### src/rtl/delay_seq_pkg.sv
// Shared types and helpers for the a ##N b sequence driver.
package delay_seq_pkg;

  typedef enum logic [2:0] {
    IDLE    = 3'd0,
    DRIVE_A = 3'd1,
    WAIT    = 3'd2,
    DRIVE_B = 3'd3,
    DONE    = 3'd4
  } state_e;

  // A zero distance is promoted to one so that a and b never overlap.
  function automatic int clamp_delay(input int val, input int max_val);
    if (val == 0) return 1;
    if (val > max_val) return max_val;
    return val;
  endfunction

  function automatic int clamp_blen(input int val, input int max_val);
    if (val == 0) return 1;
    if (val > max_val) return max_val;
    return val;
  endfunction

endpackage

### src/rtl/delay_seq_counter.sv
// Loadable down-counter; last flags the final count of a loaded interval.
module delay_seq_counter #(
  parameter int W = 4
) (
  input  logic         clk,
  input  logic         rst,
  input  logic         load,
  input  logic [W-1:0] load_val,
  output logic         last
);

  logic [W-1:0] count_q, count_d;

  always_comb begin
    count_d = count_q;
    if (load) begin
      count_d = load_val;
    end else if (count_q != '0) begin
      count_d = count_q - W'(1);
    end
  end

  always_ff @(posedge clk) begin
    if (rst) count_q <= '0;
    else     count_q <= count_d;
  end

  assign last = (count_q == W'(1));

endmodule

### src/rtl/delay_seq_driver.sv
// Emits one a ##delay b sequence per accepted request; b is held b_len cycles.
//   state   | meaning
//   IDLE    | ready for a request
//   DRIVE_A | single-cycle a pulse
//   WAIT    | delay-1 gap cycles between a and b
//   DRIVE_B | b held for b_len cycles
//   DONE    | done pulse, b low before the next a
module delay_seq_driver
  import delay_seq_pkg::*;
#(
  parameter int MAX_DELAY = 8,
  parameter int MAX_B_LEN = 4,
  parameter int DELAY_W   = $clog2(MAX_DELAY + 1),
  parameter int BLEN_W    = $clog2(MAX_B_LEN + 1)
) (
  input  logic               clk,
  input  logic               rst,
  input  logic               start_valid,
  output logic               start_ready,
  input  logic [DELAY_W-1:0] delay,
  input  logic [BLEN_W-1:0]  b_len,
  output logic               a,
  output logic               b,
  output logic               busy,
  output logic               done,
  output logic               cfg_err
);

  localparam int CNT_W = (DELAY_W > BLEN_W) ? DELAY_W : BLEN_W;

  state_e             state_q, state_d;
  logic [DELAY_W-1:0] delay_q, delay_d;
  logic [BLEN_W-1:0]  blen_q, blen_d;
  logic               cfg_err_d;
  logic               cnt_load, cnt_last;
  logic [CNT_W-1:0]   cnt_val;
  logic               a_q, b_q, busy_q, done_q, cfg_err_q, ready_q;
  logic               delay_bad, blen_bad;

  assign delay_bad = (delay == '0) || (int'(delay) > MAX_DELAY);
  assign blen_bad  = (b_len == '0) || (int'(b_len) > MAX_B_LEN);

  always_comb begin
    state_d   = state_q;
    delay_d   = delay_q;
    blen_d    = blen_q;
    cfg_err_d = 1'b0;
    cnt_load  = 1'b0;
    cnt_val   = '0;
    unique case (state_q)
      IDLE: begin
        if (start_valid) begin
          state_d   = DRIVE_A;
          delay_d   = DELAY_W'(clamp_delay(int'(delay), MAX_DELAY));
          blen_d    = BLEN_W'(clamp_blen(int'(b_len), MAX_B_LEN));
          cfg_err_d = delay_bad || blen_bad;
        end
      end
      DRIVE_A: begin
        cnt_load = 1'b1;
        if (delay_q > DELAY_W'(1)) begin
          state_d = WAIT;
          cnt_val = CNT_W'(delay_q - DELAY_W'(1));
        end else begin
          state_d = DRIVE_B;
          cnt_val = CNT_W'(blen_q);
        end
      end
      WAIT: begin
        if (cnt_last) begin
          state_d  = DRIVE_B;
          cnt_load = 1'b1;
          cnt_val  = CNT_W'(blen_q);
        end
      end
      DRIVE_B: begin
        if (cnt_last) state_d = DONE;
      end
      DONE:    state_d = IDLE;
      default: state_d = IDLE;
    endcase
  end

  delay_seq_counter #(.W(CNT_W)) u_counter (
    .clk      (clk),
    .rst      (rst),
    .load     (cnt_load),
    .load_val (cnt_val),
    .last     (cnt_last)
  );

  // Outputs are registered from the next state so they align with state_q.
  always_ff @(posedge clk) begin
    if (rst) begin
      state_q   <= IDLE;
      delay_q   <= '0;
      blen_q    <= '0;
      a_q       <= 1'b0;
      b_q       <= 1'b0;
      busy_q    <= 1'b0;
      done_q    <= 1'b0;
      cfg_err_q <= 1'b0;
      ready_q   <= 1'b1;
    end else begin
      state_q   <= state_d;
      delay_q   <= delay_d;
      blen_q    <= blen_d;
      a_q       <= (state_d == DRIVE_A);
      b_q       <= (state_d == DRIVE_B);
      busy_q    <= (state_d != IDLE);
      done_q    <= (state_d == DONE);
      cfg_err_q <= cfg_err_d;
      ready_q   <= (state_d == IDLE);
    end
  end

  assign a           = a_q;
  assign b           = b_q;
  assign busy        = busy_q;
  assign done        = done_q;
  assign cfg_err     = cfg_err_q;
  assign start_ready = ready_q;

endmodule

### config.mk
export PLATFORM = sky130hd
export DESIGN_NAME = delay_seq_driver
export DESIGN_NICKNAME = d
export VERILOG_FILES = /design/src/rtl/delay_seq_pkg.sv /design/src/rtl/delay_seq_counter.sv /design/src/rtl/delay_seq_driver.sv
export SDC_FILE = /design/constraint.sdc
export NUM_CORES = 1
export LEC_CHECK = 0
export ABC_AREA = 1
export CAP_MARGIN = 20
export CORE_MARGIN = 5
export CORE_UTILIZATION = 45
export CTS_CLUSTER_SIZE = 12
export DETAILED_ROUTE_END_ITERATION = 8
export DONT_BUFFER_PORTS = 1
export PLACE_DENSITY_LB_ADDON = 0.2
export SLEW_MARGIN = 20
export SYNTH_ARGS = -nofsm -noshare
export SYNTH_HDL_FRONTEND = slang
export SYNTH_SLANG_ARGS = --single-unit
### constraint.sdc
create_clock -name clk -period 3.8 [get_ports clk]
set_input_delay 0.38 -clock clk [delete_from_list [all_inputs] [get_ports clk]]
set_output_delay 0.38 -clock clk [all_outputs]
set_load 0.01 [all_outputs]
After elaboration in Yosys (flattened, before gate mapping)
Index checks and enable logic that the tools add are counted.

Register bits: 20. Output and inout port bits: 6. Logic and storage cells: 72.

Add/subtract/negate cells: 2. $lt $le $gt $ge: 3. Equal/unequal tests: 7. Muxes and demuxes: 34. Bitwise logic cells: 2. Reductions and logical operators: 14.

Operators with widths (count): two-way mux 4 bit (6); two-way mux 3 bit (7); two-way mux 1 bit (18); logical NOT 3 bit (4); case mux 3 bit (4 select lines) (1); == test 3 x 2 -> 1 bit (second input constant) (3); logical NOT 4 bit (2); case mux 4 bit (2 select lines) (1); subtractor 4 x 1 -> 4 bit (second input constant) (2); == test 3 x 1 -> 1 bit (second input constant) (2); == test 4 x 1 -> 1 bit (second input constant) (1); > comparator 4 x 1 -> 1 bit (second input constant) (1); > comparator 4 bit (second input constant) (1); nonzero test 4 bit (1); == test 3 bit (second input constant) (1); > comparator 3 bit (second input constant) (1); logical OR 1 bit (3); nonzero test 3 bit (1); OR reduction 3 bit (1); NOT 1 bit (2); case mux 1 bit (2 select lines) (1); AND reduction 2 bit (1); nonzero test 2 bit (1).

Depth between registers and ports, before layout
Gate-level depths: netlist of run 1.

Depth in word-level cells: 9. Depth in mapped cells: 11. Gate-level depth less buffers: 11.

Cells and area by module
From an unflattened synthesis of run 1, not the netlist that was laid out.

Cell total of the unflattened synthesis: 153. Area total of the unflattened synthesis: 1121.1 sq um.

By module, submodules not included: delay_seq_driver (times used 1, cells an instance 112, area each 844.6 sq um, seq. area each 320.3 sq um); delay_seq_counter (times used 1, cells an instance 41, area each 276.5 sq um, seq. area each 80.1 sq um).

Worst setup path before layout of run 1
No wires, ideal clock.

Kind: register to register. From: register delay_q[0]. To: register busy_q (netlist: busy). Library setup time: 124 ps. Arrival time: 1134 ps. Required time: 3676 ps. Path slack: 2542 ps. Cell stages (with the launch flop): 11. Path buffers: 0. Period minus slack after synthesis: 1258 ps. Cells stage by stage: dfxtp_1 > inv_1 > ha_1 > inv_1 > nand2_1 > nand2_1 > nor2_1 > nor2_2 > nand3_1 > nand2_1 > nand2_2.

Cells in the longest elaborated chain, start to end: 4.

RTL lines: start, declared (line delay_seq_driver.sv:32) `logic [DELAY_W-1:0] delay_q, delay_d;`; start signal, assigned (line delay_seq_driver.sv:106) `delay_q <= delay_d;`; > comparator 4 x 1 -> 1 bit (line delay_seq_driver.sv:61) `if (delay_q > DELAY_W'(1)) begin`; two-way mux 1 bit (line delay_seq_driver.sv:61); case mux 3 bit (4 select lines) (line delay_seq_driver.sv:50) `unique case (state_q)`; nonzero test 3 bit (line delay_seq_driver.sv:110) `busy_q <= (state_d != IDLE);`; end signal, assigned (line delay_seq_driver.sv:110); end, declared (line delay_seq_driver.sv:37) `logic a_q, b_q, busy_q, done_q, cfg_err_q, ready_q;`.

Every way passes these cells. A chain may end at the register's enable or synchronous reset.

Final worst setup path of run 1
From: register state_q[0]. To: register delay_q[0].

Cells in the longest elaborated chain, start to end: 2.

RTL lines: start, declared (line delay_seq_driver.sv:31) `state_e state_q, state_d;`; start signal, assigned (line delay_seq_driver.sv:105) `state_q <= state_d;`; logical NOT 3 bit (line delay_seq_driver.sv:50); AND reduction 2 bit (no source line).

Every way passes these cells.

==> flow_metrics.env, run 1 <==
export IMPL_outcome="completed"
export IMPL_start_util_pct=46.05
export IMPL_critPathRequiredTime_ps=4050
export IMPL_dr_pass1_iters=4
export IMPL_vias_per_cell=4.800
export IMPL_period_minus_slack_ps=1528
export IMPL_crit_arrival_ps=1780
export IMPL_regArea_um2=400.4
export IMPL_slew_viol_final=0
export IMPL_sw_frac_of_total_pct=41.68
export IMPL_ir_worst_vdd_mv=0.3763
export IMPL_pwr_share_clk_pct=16.0
export IMPL_synth_seq_cells=20
export IMPL_h_tree_depth=1
export IMPL_yosysSeqAreaShare_pct=36.08
export IMPL_grt_max_degree=12
export IMPL_p_per_area_nw_per_um2=648.5
export IMPL_cts_tree="yes"
export IMPL_die_area_um2=3559
export IMPL_portBuffers=0
export IMPL_clock_sinks=20
export IMPL_r2r_slack_ps=2270
export IMPL_power_leakage_uw=0.0005641
export IMPL_drive_gt1_share_pct=10.91
export IMPL_worstPathMaxFanout=11
export IMPL_p_sw_uw=316.9
export IMPL_synth_warnings=0
export IMPL_die_w_um=59.66
export IMPL_crit_path_start_kind="flip-flop"
export IMPL_clock_skew_ps=7.574
export IMPL_clock_latency_ps=310
export IMPL_cts_resized=0
export IMPL_ctsHoldBuffers=0
export IMPL_hold_slack_ps=123.6
export IMPL_area_growth_pct=5.637
export IMPL_path_clk_slew_ps=110
export IMPL_worst_pin_slew_ps=490.1
export IMPL_syn_area_um2=1110
export IMPL_internal_power_uw=443.4
export IMPL_placementRows=18
export IMPL_core_area_um2=2410
export IMPL_hpwl_um=1676
export IMPL_slew_headroom_pct=67.24
export IMPL_io_pins=16
export IMPL_rsz0062_at_grt="no"
export IMPL_diodes=0
export IMPL_min_path_type="input port to flip-flop"
export IMPL_clockBufferDepth=2
export IMPL_antenna_found_initial=0
export IMPL_drtAntennaViolNets=0
export IMPL_stdcell_area_um2=1172
export IMPL_combPwrFrac_pct=43.6
export IMPL_grt_pass1_wl_um=3581
export IMPL_final_cell_count_no_fill=195
export IMPL_num_fill_cells=252
export IMPL_wl_per_cell_um=10.56
export IMPL_die_y_um=59.66
export IMPL_worstSetupPathType="flip-flop to flip-flop"
export IMPL_drtIter0Drc=22
export IMPL_place_inst=191
export IMPL_max_clock_freq_mhz=654.3
export IMPL_place_area_um2=1136
export IMPL_synth_cells=163
export IMPL_place_congestion=0.7936
export IMPL_grt_usage_pct=13.43
export IMPL_vias=936
export IMPL_drv_cap=0
export IMPL_grt_pass1_vias=904
export IMPL_fin_nets=183
export IMPL_critPathCaptureType="flip-flop"
export IMPL_mappedNetlistNets=180
export IMPL_seqPwrFrac_pct=40.3
export IMPL_fin_crit_sh_pct=40.22
export IMPL_cts_root_buf="clkbuf_4"
export IMPL_setup_tns_ps=0
export IMPL_hold_violations=0
export IMPL_syn_avg_cell_area_um2=6.809
export IMPL_overflow=0
export IMPL_drc=0
export IMPL_fin_util_pct=48.65
export IMPL_cts_buffers_inserted=3
export IMPL_multi_input_area_um2=578.1
export IMPL_routed_wl_um=2060
export IMPL_post_cts_buffers=0
export IMPL_yosysUniqueCellTypes=25
export IMPL_setup_viol=0
==> state kept, by name, indices dropped and copies added, names as in the netlist <==
signal / count
a: 1
cfg_err: 1
b: 1
state_q: 3
start_ready: 1
u_counter.count_q: 4
busy: 1
delay_q: 4
done: 1
blen_q: 3
==> cell families after synthesis <==
logic type	synth area share (%)
buffers and inverters	11.84
AOI/OAI and AO/OA	9.244
and+or+nand+nor	33.37
DFF	36.08
xor gates and xnor gates	1.579
adders and majority gates	7.891
==> placed cells by master (no fill, tap or decap) <==
cell type,count
a31oi_1,2
nand3_1,9
nor2_1,19
o21ai_0,3
nor2_2,6
dfxtp_1,20
clkbuf_8,1
o211ai_1,1
a211oi_1,1
nand2_2,3
inv_2,3
nand3b_1,1
clkbuf_4,3
nand3_2,1
o21ai_1,3
nand4_1,3
nor4_1,3
nor3_2,1
xor2_1,2
inv_1,26
clkinv_1,3
ha_1,7
a21oi_1,9
nand2_1,34
nor3_1,1
==> routing by layer <==
layer  GRT usage, %  vias up  share of wire (%)
met5              0        -                  0
met2          22.99       15                 46
li1               -      515                  -
met4          6.013        0                2.2
met3          5.184        6                5.4
met1          14.49      400                 46
==> synth_stat cells <==
library cell	count	area share (%)
a211oi_1	1	0.68
a21oi_1	9	4.1
a31oi_1	2	1.1
buf_4	1	0.68
clkbuf_1	1	0.34
clkinv_1	3	1.0
dfxtp_1	20	36
ha_1	7	7.9
inv_1	26	8.8
inv_2	3	1.0
nand2_1	34	11
nand2_2	3	1.7
nand3_1	9	4.1
nand3_2	1	0.90
nand3b_1	1	0.68
nand4_1	3	1.7
nor2_1	19	6.4
nor2_2	6	3.4
nor3_1	1	0.45
nor3_2	1	0.90
nor4_1	3	1.7
o211ai_1	1	0.68
o21ai_0	3	1.4
o21ai_1	3	1.4
xor2_1	2	1.6
==> power by group through the flow <==
stage               logic [uW]  clock network (uW)  registers, uW
CTS                        336                 128            307
global placement           324                   0            310
global route               395                 136            313
floorplan                  281                   0            303
finish                     332                 122            307
detailed placement         333                   0            312
==> worst max-delay path, stage by stage (launching register included) <==
cell     delay, ps
dfxtp_1        380
nor2_1         160
nand3_1        380
nor2_1         330
o21ai_1        100
a21oi_1        120
==> worst paths after layout <==
| kind | cells after the start | start | to |
|---|---|---|---|
| hold reg to reg | 2 | delay_q[1] | delay_q[1] |
| setup / recovery | 5 | state_q[0] | delay_q[0] |
| hold / removal | 1 | rst | delay_q[0] |
| setup reg to reg | 5 | state_q[0] | delay_q[0] |
==> final cells by class <==
| class | count | area share (%) |
|---|---|---|
| multi-input combinational | 109 | 49.31 |
| sequential | 20 | 34.15 |
| inverter | 32 | 10.25 |
| tap | 30 | 3.202 |
| clock buffer | 4 | 3.095 |
==> metrics by stage <==
stage / setup WS (ps) / total power, uW
floorplan: 2542 / 584.1
global placement: 2363 / 633.8
detailed placement: 2307 / 645.3
CTS: 2276 / 771.2
global route: 2091 / 844.5
finish: 2272 / 760.3
(Power assumes the default switching activity.)
==> run 2: changes to the inputs <==
==> constraint.sdc (replaced) <==
create_clock -name clk -period 1.3 [get_ports clk]
set_input_delay 0.13 -clock clk [delete_from_list [all_inputs] [get_ports clk]]
set_output_delay 0.13 -clock clk [all_outputs]
set_load 0.01 [all_outputs]
==> run 2 against run 1 <==
  * Clock skew grew 0.87 ps
  * Utilization grew 9.8 points
  * Power grew to 3.5 times the previous value
  * Flip-flop and latch count is the same
  * Sequential power grew to 3.0 times the previous value
  * Setup slack lost 2200 ps
  * Combinational power grew to 3.8 times the previous value
  * Global-route usage grew 0.15 points
  * Critical endpoint is now u_counter.count_q[2]
  * Largest cell class unchanged
==> flow_metrics.env, run 2 (synthesis results as in run 1) <==
export IMPL_grt_usage_pct=13.58
export IMPL_critPathCaptureType="flip-flop"
export IMPL_drc=0
export IMPL_crit_path_top_delay_cell="dfxtp_4"
export IMPL_routed_wl_um=2221
export IMPL_die_y_um=59.66
export IMPL_worstSetupPathType="flip-flop to flip-flop"
export IMPL_slowest_delay_ps=400
export IMPL_fin_nets=199
export IMPL_hpwl_um=1708
export IMPL_die_area_um2=3559
export IMPL_setup_tns_ps=0
export IMPL_final_cell_count_no_fill=211
export IMPL_diodes=0
export IMPL_outcome="completed"
export IMPL_antenna_found_initial=0
export IMPL_die_w_um=59.66
export IMPL_place_congestion=0.7995
export IMPL_critPathRequiredTime_ps=1510
export IMPL_hold_slack_ps=15.44
export IMPL_drtIter0Drc=37
export IMPL_rsz0062_at_grt="yes"
export IMPL_drv_cap=0
export IMPL_portBuffers=0
export IMPL_reg_largest_list="delay_q x4, u_counter.count_q x4"
export IMPL_area_growth_pct=26.94
export IMPL_overflow=0
export IMPL_combPwrFrac_pct=46.9
export IMPL_drtAntennaViolNets=0
export IMPL_hold_violations=0
export IMPL_met3_length_um=111
export IMPL_pwr_share_clk_pct=18.9
export IMPL_cts_root_buf="clkbuf_4"
export IMPL_wl_met1_um=976
export IMPL_wl_per_cell_um=10.53
export IMPL_crit_arrival_ps=1460
export IMPL_h_tree_depth=1
export IMPL_path_cells="inv_4 > ha_4 > nor2_1 > nor2_1 > nand2_1 > nand2_2 > nand2_1 > nand3_1 > nand2_1 > inv_1"
export IMPL_seqPwrFrac_pct=34.2
export IMPL_final_common_cell="nand2_1"
export IMPL_cp_common_cell="nand2_1"
export IMPL_p_sw_uw=1045
export IMPL_setup_viol=0
export IMPL_slew_viol_final=0
export IMPL_slew_headroom_pct=73.22
export IMPL_clock_latency_ps=300
export IMPL_vias=1016
export IMPL_drive_gt1_share_pct=29.83
export IMPL_ir_worst_vdd_mv=0.9515
export IMPL_period_minus_slack_ps=1252
export IMPL_start_util_pct=46.05
export IMPL_io_pins=16
export IMPL_num_fill_cells=235
export IMPL_clockBufferDepth=2
export IMPL_path_clk_slew_ps=120
export IMPL_dr_pass1_iters=4
export IMPL_grt_pass1_vias=933
export IMPL_cts_buffers_inserted=3
export IMPL_p_per_area_nw_per_um2=1887
export IMPL_r2r_start="delay_q[0]"
export IMPL_min_path_type="input port to flip-flop"
export IMPL_clock_skew_ps=8.448
export IMPL_placementRows=18
export IMPL_max_clock_freq_mhz=798.9
export IMPL_final_cell_mix="nand2_1, inv_1, dfxtp_1, nor2_1, buf_4"
export IMPL_clock_sinks=20
export IMPL_hp_start="b_len[1]"
export IMPL_core_area_um2=2410
export IMPL_crit_path_start_kind="flip-flop"
export IMPL_top_layer_used="met4"
export IMPL_internal_power_uw=1614
export IMPL_cts_tree="yes"
export IMPL_fin_crit_sh_pct=96.28
export IMPL_vias_per_cell=4.815
export IMPL_worstPathMaxFanout=3
export IMPL_crit_path_start="delay_q[0]"
export IMPL_route_met2_wl_um=1117
export IMPL_worst_pin_slew_ps=400.4
export IMPL_grt_pass1_wl_um=3663
export IMPL_power_leakage_uw=0.0006493
export IMPL_grt_max_degree=13
export IMPL_place_inst=201
export IMPL_sw_frac_of_total_pct=39.31
[run 2: layer usage]
layer | vias to the layer above | global-route usage (%)
li1 | 546 | -
met1 | 450 | 15.74
met2 | 18 | 23.77
met3 | 2 | 4.320
met4 | 0 | 3.797
met5 | - | 0
[run 2: worst max-delay path, delay by kind of cell (launching register included)]
kind | cells | cell delay [ps]
and+or+nand+nor | 7 | 520
DFF | 1 | 400
adders and majority gates | 1 | 160
buffers and inverters | 2 | 80
[run 2: timing repair]
| action | CTS | global route |
|---|---|---|
| gates resized for setup | 5 | 27 |
| endpoints found under the setup margin | 6 | 9 |
| endpoints found under the hold margin | 11 | 0 |
| pin swaps | 2 | 12 |
| hold buffers | 4 | 0 |
| buffers inserted | 1 | 1 |
[run 2: final timing paths]
path | endpoint | slack [ps] | cells after the start
setup reg to reg | u_counter.count_q[2] | 50 | 10
setup / recovery | u_counter.count_q[2] | 50 | 10
hold / removal | blen_q[1] | 20 | 2
hold reg to reg | u_counter.count_q[1] | 480 | 2
[run 2: through the flow]
stage	setup WS (ps)	power, uW	instance area (um^2)	utilization [%]
4_1_cts	7.370	2543	1320	54.78
3_5_place_dp	-31.17	1997	1211	50.26
5_1_grt	-63.05	2881	1409	58.46
2_1_floorplan	42.22	1708	1110	-
6_report	48.35	2659	1409	58.46
3_3_place_gp	2.669	1968	1211	50.26
[run 2: final cells by class]
| class | count | area, um^2 | share of cell area, % |
|---|---|---|---|
| Sequential cell | 20 | 410.4 | 29.13 |
| Tap cell | 30 | 37.54 | 2.664 |
| Multi-Input combinational cell | 109 | 653.1 | 46.36 |
| Clock buffer | 3 | 22.52 | 1.599 |
| Clock inverter | 1 | 30.03 | 2.131 |
| Timing Repair Buffer | 16 | 130.1 | 9.236 |
| Inverter | 32 | 125.1 | 8.881 |
[run 2: power by group through the flow]
stage / combinational [uW] / sequential, uW / clock, uW
2_1_floorplan: 822 / 886 / 0
3_3_place_gp: 1080 / 891 / 0
3_5_place_dp: 1100 / 897 / 0
4_1_cts: 1140 / 883 / 520
5_1_grt: 1410 / 928 / 540
6_report: 1250 / 908 / 504
==> run 3: changes to the inputs <==
--- a/config.mk
+++ b/config.mk
@@ -13,6 +13,7 @@
 export DETAILED_ROUTE_END_ITERATION = 8
 export DONT_BUFFER_PORTS = 1
 export PLACE_DENSITY_LB_ADDON = 0.2
+export SKIP_CTS_REPAIR_TIMING = 1
 export SLEW_MARGIN = 20
 export SYNTH_ARGS = -nofsm -noshare
 export SYNTH_HDL_FRONTEND = slang
==> run 3 against run 2 <==
  * Non-clock buffer count is 5 lower
  * Final area decreased by 2.8%
  * Die area unchanged
  * Worst hold slack got worse by 150 ps
  * Setup slack improved by 5.1 ps
  * The run now ends with hold timing left
  * Flip-flop and latch count unchanged
  * First-iteration DRC count is 32% lower
  * Highest routed layer unchanged
  * Wire length decreased by 1.9%
  * Clock skew grew 2.1 ps
==> flow_metrics.env, run 3 (synthesis results as in run 1) <==
export IMPL_outcome="finished with violations"
export IMPL_violations="hold timing"
export IMPL_routed_wl_um=2178
export IMPL_grt_max_degree=13
export IMPL_crit_family="simple AND/OR/NAND/NOR gates"
export IMPL_vias=999
export IMPL_cts_tree="yes"
export IMPL_clock_sinks=20
export IMPL_path_clk_slew_ps=120
export IMPL_fin_nets=194
export IMPL_cts_root_buf="clkbuf_4"
export IMPL_worst_pin_slew_ps=245.4
export IMPL_wl_per_cell_um=10.57
export IMPL_grt_usage_pct=13.13
export IMPL_grt_pass1_vias=894
export IMPL_r2r_slack_ps=50
export IMPL_area_growth_pct=23.34
export IMPL_drv_cap=0
export IMPL_critPathCaptureType="flip-flop"
export IMPL_overflow=0
export IMPL_clockBufferDepth=2
export IMPL_diodes=0
export IMPL_portBuffers=0
export IMPL_final_common_cell="nand2_1"
export IMPL_die_area_um2=3559
export IMPL_placementRows=18
export IMPL_core_area_um2=2410
export IMPL_final_cell_count_no_fill=206
export IMPL_num_fill_cells=236
export IMPL_place_inst=201
export IMPL_drtIter0Drc=25
export IMPL_h_tree_depth=1
export IMPL_slowest_delay_ps=400
export IMPL_clock_skew_ps=10.51
export IMPL_reg_largest_list="delay_q x4, u_counter.count_q x4"
export IMPL_setup_viol=0
export IMPL_hpwl_um=1708
export IMPL_ir_worst_vdd_mv=1.050
export IMPL_max_clock_freq_mhz=802.2
export IMPL_cp_common_cell="nand2_1"
export IMPL_grt_pass1_wl_um=3546
export IMPL_crit_path_top_delay_cell="dfxtp_4"
export IMPL_hold_violations=11
export IMPL_drive_gt1_share_pct=32.95
export IMPL_final_cell_mix="nand2_1, inv_1, dfxtp_1, nor2_1, buf_4"
export IMPL_critPathRequiredTime_ps=1510
export IMPL_antenna_found_initial=0
export IMPL_regArea_um2=411.6
export IMPL_setup_tns_ps=0
export IMPL_period_minus_slack_ps=1247
export IMPL_rsz0062_at_grt="yes"
export IMPL_worstPathMaxFanout=3
export IMPL_drc=0
export IMPL_io_pins=16
export IMPL_cp_num_buf_inv=2
export IMPL_dr_pass1_iters=4
export IMPL_fin_crit_sh_pct=95.89
export IMPL_place_congestion=0.7995
export IMPL_p_per_area_nw_per_um2=1957
export IMPL_crit_arrival_ps=1460
export IMPL_min_path_type="input port to flip-flop"
export IMPL_hold_slack_ps=-135.8
export IMPL_vias_per_cell=4.850
export IMPL_worstSetupPathType="flip-flop to flip-flop"
export IMPL_multi_input_area_um2=659.4
export IMPL_die_y_um=59.66
export IMPL_place_area_um2=1211
export IMPL_drtAntennaViolNets=0
export IMPL_path_cells="inv_4 > ha_4 > nor2_2 > nor2_2 > nand2_1 > nand2_1 > nand2_1 > nand3_1 > nand2_1 > inv_1"
export IMPL_die_w_um=59.66
export IMPL_slew_headroom_pct=83.58
export IMPL_start_util_pct=46.05
export IMPL_power_leakage_uw=0.0006369
export IMPL_cts_buffers_inserted=3
export IMPL_crit_path_start_kind="flip-flop"
export IMPL_stdcell_area_um2=1369
export IMPL_slew_viol_final=0
export IMPL_clock_latency_ps=310
-- run 3: area by class of cell --
class / count / area share, %
Timing Repair Buffer: 11 / 6.033
Clock inverter: 1 / 2.194
Clock buffer: 3 / 1.645
Inverter: 32 / 9.141
Sequential cell: 20 / 30.07
Multi-Input combinational cell: 109 / 48.17
Tap cell: 30 / 2.742
-- run 3: final timing paths --
path	startpoint	to	cells past startpoint
setup / recovery	delay_q[0]	u_counter.count_q[2]	10
hold / removal	rst	delay_q[0]	1
setup reg to reg	delay_q[0]	u_counter.count_q[2]	10
hold reg to reg	delay_q[1]	delay_q[1]	2
-- run 3: worst reg2reg max path, delay by kind of cell (launching register included) --
kind	cells	cell delay (ps)
and+or+nand+nor	7	510
adders and majority gates	1	160
buffers and inverters	2	80
DFF	1	400
-- run 3: layer usage --
metal | GRT usage, % | share of wire (%) | up-vias
li1 | - | - | 536
met1 | 15.21 | 44 | 446
met2 | 22.38 | 50 | 15
met3 | 4.968 | 5.2 | 2
met4 | 3.797 | 0.69 | 0
met5 | 0 | 0 | -
-- run 3: stage by stage --
| step | hold WS [ps] | utilization (%) | power (uW) | worst slack, ps |
|---|---|---|---|---|
| after floorplan | 272.9 | - | 1708 | 42.22 |
| after detailed placement | 202.9 | 50.26 | 1997 | -31.17 |
| final | -135.8 | 56.80 | 2679 | 53.47 |
| after global routing | -157.7 | 56.80 | 2885 | -45.95 |
| after CTS | -141.8 | 52.44 | 2514 | -66.55 |
| after global placement | 201.3 | 50.26 | 1968 | 2.669 |
-- run 3: power breakdown --
part           internal [uW]  switching (uW)  total (uW)
clock                    312             194         506
sequential               781             137         918
combinational            525             730        1250
